<file path="src/rtl/stopwatch_bcd_display_if.sv">
// Bus between the stopwatch counter (master) and the BCD/7-segment display block (slave).
// Carries the load/busy request, the converted result and the display pins.
interface stopwatch_bcd_display_if #(
  parameter int DATA_WIDTH = 16,
  parameter int DIGITS     = 4
);
  logic [DATA_WIDTH-1:0] count;
  logic                  load;
  logic                  busy;
  logic [4*DIGITS-1:0]   bcd;
  logic                  bcd_valid;
  logic                  overflow;
  logic [6:0]            seg;
  logic [DIGITS-1:0]     an;

  modport master (output count, load,
                  input  busy, bcd, bcd_valid, overflow, seg, an);
  modport slave  (input  count, load,
                  output busy, bcd, bcd_valid, overflow, seg, an);
endinterface

</file>
<file path="src/rtl/stopwatch_bcd_display.sv">
// Binary-to-BCD (double-dabble) converter with a scanned 7-segment display of the last full result.
// Optional LEADING_ZERO_BLANK_EN: blank leading zero digits (digit 0 always shown).
module stopwatch_bcd_display #(
  parameter int DATA_WIDTH = 16,
  parameter int DIGITS     = 4,
  parameter int SCAN_DIV   = 4
) (
  input  logic clk,
  input  logic reset,
  stopwatch_bcd_display_if.slave bus
);
  localparam int SW = 4*DIGITS + 4;
  localparam int CW = $clog2(DATA_WIDTH + 1);
  localparam int PW = $clog2(SCAN_DIV + 1);
  localparam int IW = (DIGITS > 1) ? $clog2(DIGITS) : 1;
  localparam logic [63:0] LIMIT = 64'(10**DIGITS);

  typedef enum logic [1:0] {IDLE, CONVERT, DONE} state_t;

  state_t                state, state_nxt;
  logic [DATA_WIDTH-1:0] sh;
  logic [SW-1:0]         scr, scr_adj;
  logic [CW-1:0]         it;
  logic                  ovf_pend;
  logic [4*DIGITS-1:0]   bcd_r;
  logic                  ovf_r, valid_r;
  logic [PW-1:0]         pre;
  logic [IW-1:0]         idx;
  logic [DIGITS-1:0]     an_r;
  logic [6:0]            seg_r;
  logic [3:0]            cur_digit;
  logic                  blank;

  function automatic logic [6:0] dec7(input logic [3:0] d);
    case (d)
      4'd0: dec7 = 7'h3F;
      4'd1: dec7 = 7'h06;
      4'd2: dec7 = 7'h5B;
      4'd3: dec7 = 7'h4F;
      4'd4: dec7 = 7'h66;
      4'd5: dec7 = 7'h6D;
      4'd6: dec7 = 7'h7D;
      4'd7: dec7 = 7'h07;
      4'd8: dec7 = 7'h7F;
      4'd9: dec7 = 7'h6F;
      default: dec7 = 7'h00;
    endcase
  endfunction

  always_ff @(posedge clk) begin
    if (reset) state <= IDLE;
    else       state <= state_nxt;
  end

  always_comb begin
    state_nxt = state;
    case (state)
      IDLE:    if (bus.load) state_nxt = CONVERT;
      CONVERT: if (it == CW'(DATA_WIDTH - 1)) state_nxt = DONE;
      DONE:    state_nxt = IDLE;
      default: state_nxt = IDLE;
    endcase
  end

  // Add-3 correction on every scratch digit before the shift.
  always_comb begin
    scr_adj = scr;
    for (int d = 0; d <= DIGITS; d++)
      if (scr[4*d +: 4] >= 4'd5) scr_adj[4*d +: 4] = scr[4*d +: 4] + 4'd3;
  end

  always_ff @(posedge clk) begin
    if (reset) begin
      sh       <= '0;
      scr      <= '0;
      it       <= '0;
      ovf_pend <= 1'b0;
      bcd_r    <= '0;
      ovf_r    <= 1'b0;
      valid_r  <= 1'b0;
    end else begin
      valid_r <= 1'b0;
      case (state)
        IDLE: if (bus.load) begin
          sh       <= bus.count;
          scr      <= '0;
          it       <= '0;
          ovf_pend <= (64'(bus.count) >= LIMIT);
        end
        CONVERT: begin
          scr <= SW'({scr_adj, sh[DATA_WIDTH-1]});
          sh  <= sh << 1;
          it  <= it + 1'b1;
        end
        DONE: begin
          bcd_r   <= ovf_pend ? {DIGITS{4'h9}} : scr[4*DIGITS-1:0];
          ovf_r   <= ovf_pend;
          valid_r <= 1'b1;
        end
        default: ;
      endcase
    end
  end

  assign cur_digit = bcd_r[4*idx +: 4];

`ifdef LEADING_ZERO_BLANK_EN
  logic [DIGITS-1:0] zhi;
  // zhi[i]: digit i and every digit above it are zero.
  always_comb begin
    logic run;
    run = 1'b1;
    zhi = '0;
    for (int i = DIGITS-1; i >= 0; i--) begin
      run    = run & (bcd_r[4*i +: 4] == 4'd0);
      zhi[i] = run;
    end
  end
  assign blank = zhi[idx] && (idx != '0);
`else
  assign blank = 1'b0;
`endif

  always_ff @(posedge clk) begin
    if (reset) begin
      pre   <= '0;
      idx   <= '0;
      an_r  <= DIGITS'(1);
      seg_r <= 7'h3F;
    end else begin
      if (pre == PW'(SCAN_DIV - 1)) begin
        pre <= '0;
        idx <= (idx == IW'(DIGITS - 1)) ? '0 : idx + 1'b1;
      end else begin
        pre <= pre + 1'b1;
      end
      an_r  <= DIGITS'(1) << idx;
      seg_r <= blank ? 7'h00 : dec7(cur_digit);
    end
  end

  assign bus.busy      = (state != IDLE);
  assign bus.bcd       = bcd_r;
  assign bus.bcd_valid = valid_r;
  assign bus.overflow  = ovf_r;
  assign bus.seg       = seg_r;
  assign bus.an        = an_r;
endmodule
</file>
<file path="src/flat_wrapper.sv">
// flat-port wrapper written by rule: the top's interface ports become plain ports
module stopwatch_bcd_display_flat 
#(
  parameter int DATA_WIDTH = 16,
  parameter int DIGITS     = 4,
  parameter int SCAN_DIV   = 4
)
  (clk, reset, bus_count, bus_load, bus_busy, bus_bcd, bus_bcd_valid, bus_overflow, bus_seg, bus_an);
  stopwatch_bcd_display_if #(.DATA_WIDTH(DATA_WIDTH), .DIGITS(DIGITS)) bus_i ();
  input  logic clk;
  input  logic reset;
  input wire logic [$bits(bus_i.count)-1:0] bus_count;
  input wire logic [$bits(bus_i.load)-1:0] bus_load;
  output wire logic [$bits(bus_i.busy)-1:0] bus_busy;
  output wire logic [$bits(bus_i.bcd)-1:0] bus_bcd;
  output wire logic [$bits(bus_i.bcd_valid)-1:0] bus_bcd_valid;
  output wire logic [$bits(bus_i.overflow)-1:0] bus_overflow;
  output wire logic [$bits(bus_i.seg)-1:0] bus_seg;
  output wire logic [$bits(bus_i.an)-1:0] bus_an;
  assign bus_i.count = bus_count;
  assign bus_i.load = bus_load;
  assign bus_busy = bus_i.busy;
  assign bus_bcd = bus_i.bcd;
  assign bus_bcd_valid = bus_i.bcd_valid;
  assign bus_overflow = bus_i.overflow;
  assign bus_seg = bus_i.seg;
  assign bus_an = bus_i.an;
  stopwatch_bcd_display #(.DATA_WIDTH(DATA_WIDTH), .DIGITS(DIGITS), .SCAN_DIV(SCAN_DIV)) u_core (.clk(clk), .reset(reset), .bus(bus_i));
endmodule
</file>
<file path="config.mk">
export PLATFORM = sky130hd
export DESIGN_NAME = stopwatch_bcd_display_flat
export DESIGN_NICKNAME = d
export VERILOG_FILES = /design/src/rtl/stopwatch_bcd_display_if.sv /design/src/rtl/stopwatch_bcd_display.sv /design/src/flat_wrapper.sv
export SDC_FILE = /design/constraint.sdc
export NUM_CORES = 1
export LEC_CHECK = 0
export BUFFER_PORTS_ARGS = -buffer_cell sky130_fd_sc_hd__buf_4
export CORE_ASPECT_RATIO = 0.75
export CORE_MARGIN = 2
export CORE_UTILIZATION = 40
export CTS_CLUSTER_DIAMETER = 100
export DETAILED_ROUTE_END_ITERATION = 6
export SYNTH_ARGS = -nofsm -noshare
export SYNTH_HDL_FRONTEND = slang
export SYNTH_SLANG_ARGS = --single-unit
</file>
<file path="constraint.sdc">
create_clock -name clk -period 4.7 [get_ports clk]
set_input_delay 0.94 -clock clk [delete_from_list [all_inputs] [get_ports clk]]
set_output_delay 0.94 -clock clk [all_outputs]
set_load 0.01 [all_outputs]
</file>
==> out/results.txt <==
status: finished, final reports clean
first-pass GRT wire length: 11900 um
final WL: 7170 um
Worst Skew: 13.4 ps
row count: 28
CP Launch Type: primary input
Clock Latency Late Sink: 350 ps
layout cells sized above 1: 0.164
cells after synthesis: 391
crit-path cells: buf_4 > and2_1 > nor2_1 > o21ai_0 > a21oi_1
H-tree depth: 3
main flop type after synthesis: dfxtp_1
CP Data Arrival Time: 2510 ps
DIE AREA: 0.00902 sq mm
Synth Warn #: 0
number of flops mapped to enable cells by yosys: 0
Fin Setup TNS: 0 ps
Synth area leader: dfxtp_1
final hold vios: 0
MaxCap Viol Count: 0
Iter 0 DRT Violations: 150
Die Wd: 109 um
Worst Path Max Fanout: 17
post-synth net total: 430
Yosys reg bits: 74
post-placement worst setup slack: 2100 ps
CP peak stage delay: 880 ps
Tmin final: 2240 ps
Root Buffer: clkbuf_8
Yosys top cell area share: 0.448
worst setup margin: 2460 ps
Power per Cell Area: 326 mW/mm^2
synth top area cells: dfxtp_1 (45%), nor2_1 (9.0%), ha_1 (7.6%), nor3_1 (4.1%), a21oi_1 (3.9%)
Die Span Y: 82.7 um
Setup Buffers After CTS: 0
initial antenna violation count: 0
initial core utilization: 0.416
leak pwr: 1.56 nW
Vias/cell: 5.08
gp weighted congestion: 0.806
grt ovf: 0
post-route ant nets: 0
final-layout fill cell count: 770
Seq/Total Area, Yosys: 0.448
crit share post-route: 0.477
Ports: 49
routed len/inst: 13.3 um
CTS tree: done
largest net degree at the start of global routing: 73
post-synthesis cell type count: 38
Max clock buf depth: 2
Reg clk slew, reported paths: 90 ps
Hold Crit Class: reg2reg
Num CTS Buffers: 9
endpoints failing setup: 0
post-CTS sizing: 0
clock sink count: 74
Peak VDD IR: 0.164 mV
# DRC: 0
RSZ-0062 raised after global routing: false
vias in the first global route: 2441
syn_area_per_cell: 8.45 sq um
IO Port Bufs: 48
fmax: 0.446 GHz
drt pass-1 iters: 4
Worst slew margin: 0.230
Syn-to-layout area delta: 18.4%
Setup CP Type: in2reg
Core Area: 0.00795 sq mm
Synth async-reset ratio: 0
final net count: 467
Req. time, crit path: 4970 ps
# hold bufs at CTS: 0
ANT cells: 0
DR vias: 2733
post-synthesis cell area: 0.00331 sq mm
Worst-Margin Slew: 1150 ps
Pins Over Slew Limit: 0
all-layer global routing usage: 0.168
Worst path slowest cell: nor2_1
Crit. End Element: flop
Detailed Place HPWL: 4750 um
[critical path, delay by kind of cell]
family,cells,cell delay [ps]
buf+inv,1,110
compound gates,2,420
simple gates,2,1040
[cell usage in the layout (no fill, tap or decap), types with 3 or more instances in the layout]
cell	instances
nor2_1	79
dfxtp_1	74
buf_4	50
nor3_1	27
a21oi_1	26
nand2_1	22
ha_1	20
inv_1	17
nor4_1	16
o21ai_0	13
nand3_1	9
clkbuf_8	9
nand2b_1	7
xnor2_1	7
nand3b_1	5
or3_1	5
a22oi_1	5
mux2i_1	4
a21o_1	4
a32oi_1	3
o211ai_1	3
inv_6	3
[cells by family after synthesis]
group	Yosys count	synth area share
mux	9	0.0450
flops	74	0.448
buf+inv	42	0.0530
simple gates	179	0.253
xor+xnor	7	0.0185
compound gates	60	0.107
fa+ha+maj	20	0.0757
[through the flow]
step	instance area, sq um	hold slack, ps	power, mW	std cells	utilization
after floorplan	3310	398	0.744	391	-
after global placement	3700	409	0.776	522	0.466
after detailed placement	3700	417	0.778	522	0.466
after CTS	3910	432	1.29	538	0.492
after global routing	3910	451	1.34	538	0.492
final	3910	430	1.28	538	0.492
[area by class of cell]
cell class              count  area [sq um]  share of cell area
flip-flops and latches     74          1480               0.379
multi-input cells         275          1650               0.421
repair buffers             50           375              0.0959
inverters                  18          67.6              0.0173
clock inverters             7          83.8              0.0214
clock buffers               9           124              0.0317
well taps                 105           131              0.0336
[metal layers]
metal,up-vias,part of all wire,routed length (um),track usage
li1,1418,-,-,-
met2,63,0.45,3220,0.264
met1,1246,0.49,3530,0.233
met5,-,0,0,0
met3,6,0.052,376,0.0400
met4,0,0.0067,48,0.0423
[Yosys cell counts, types with 2 or more instances]
| cell type | instances |
|---|---|
| a21o_1 | 4 |
| a22oi_1 | 5 |
| o21ai_0 | 13 |
| nor4_1 | 16 |
| nand3b_1 | 5 |
| ha_1 | 20 |
| nor2_1 | 79 |
| dfxtp_1 | 74 |
| a31oi_1 | 2 |
| mux2i_1 | 4 |
| clkbuf_1 | 17 |
| a32oi_1 | 3 |
| buf_6 | 2 |
| nor2b_1 | 2 |
| o211ai_1 | 3 |
| nand2b_1 | 7 |
| mux4_2 | 2 |
| nand2_1 | 22 |
| xnor2_1 | 7 |
| o21a_1 | 2 |
| nand3_1 | 9 |
| nor3_1 | 27 |
| a21oi_1 | 26 |
| buf_2 | 2 |
| buf_1 | 3 |
| mux4_1 | 2 |
| inv_1 | 17 |
| or3_1 | 5 |
| nor3b_1 | 2 |
[path summary, 6_finish.rpt]
path / cells past startpoint / slack [ps] / to / from
worst min-delay path: 1 / 430 / u_core.pre[0] / u_core.pre[0]
worst max-delay path: 5 / 2460 / u_core.scr[11] / bus_load
worst max register to register: 6 / 2530 / u_core.bus.seg[3] / u_core.idx[0]
worst min register to register: 1 / 430 / u_core.pre[0] / u_core.pre[0]
[where the power goes]
group	internal, mW	switching [mW]	leakage, nW	total [mW]
registers	0.648	0.0162	0.601	0.664
clock network	0.255	0.259	0.103	0.515
logic	0.0380	0.0602	0.857	0.0981
total	0.941	0.336	1.56	1.28
[registers in the layout, summed over array words and instances (netlist names), 3 cells and up]
name            cells
u_core.bus.seg      7
u_core.bus.bcd     16
u_core.pre          3
u_core.scr         16
u_core.it           5
u_core.bus.an       4
u_core.sh          16
Note: power is estimated with default switching activity, not from simulation.
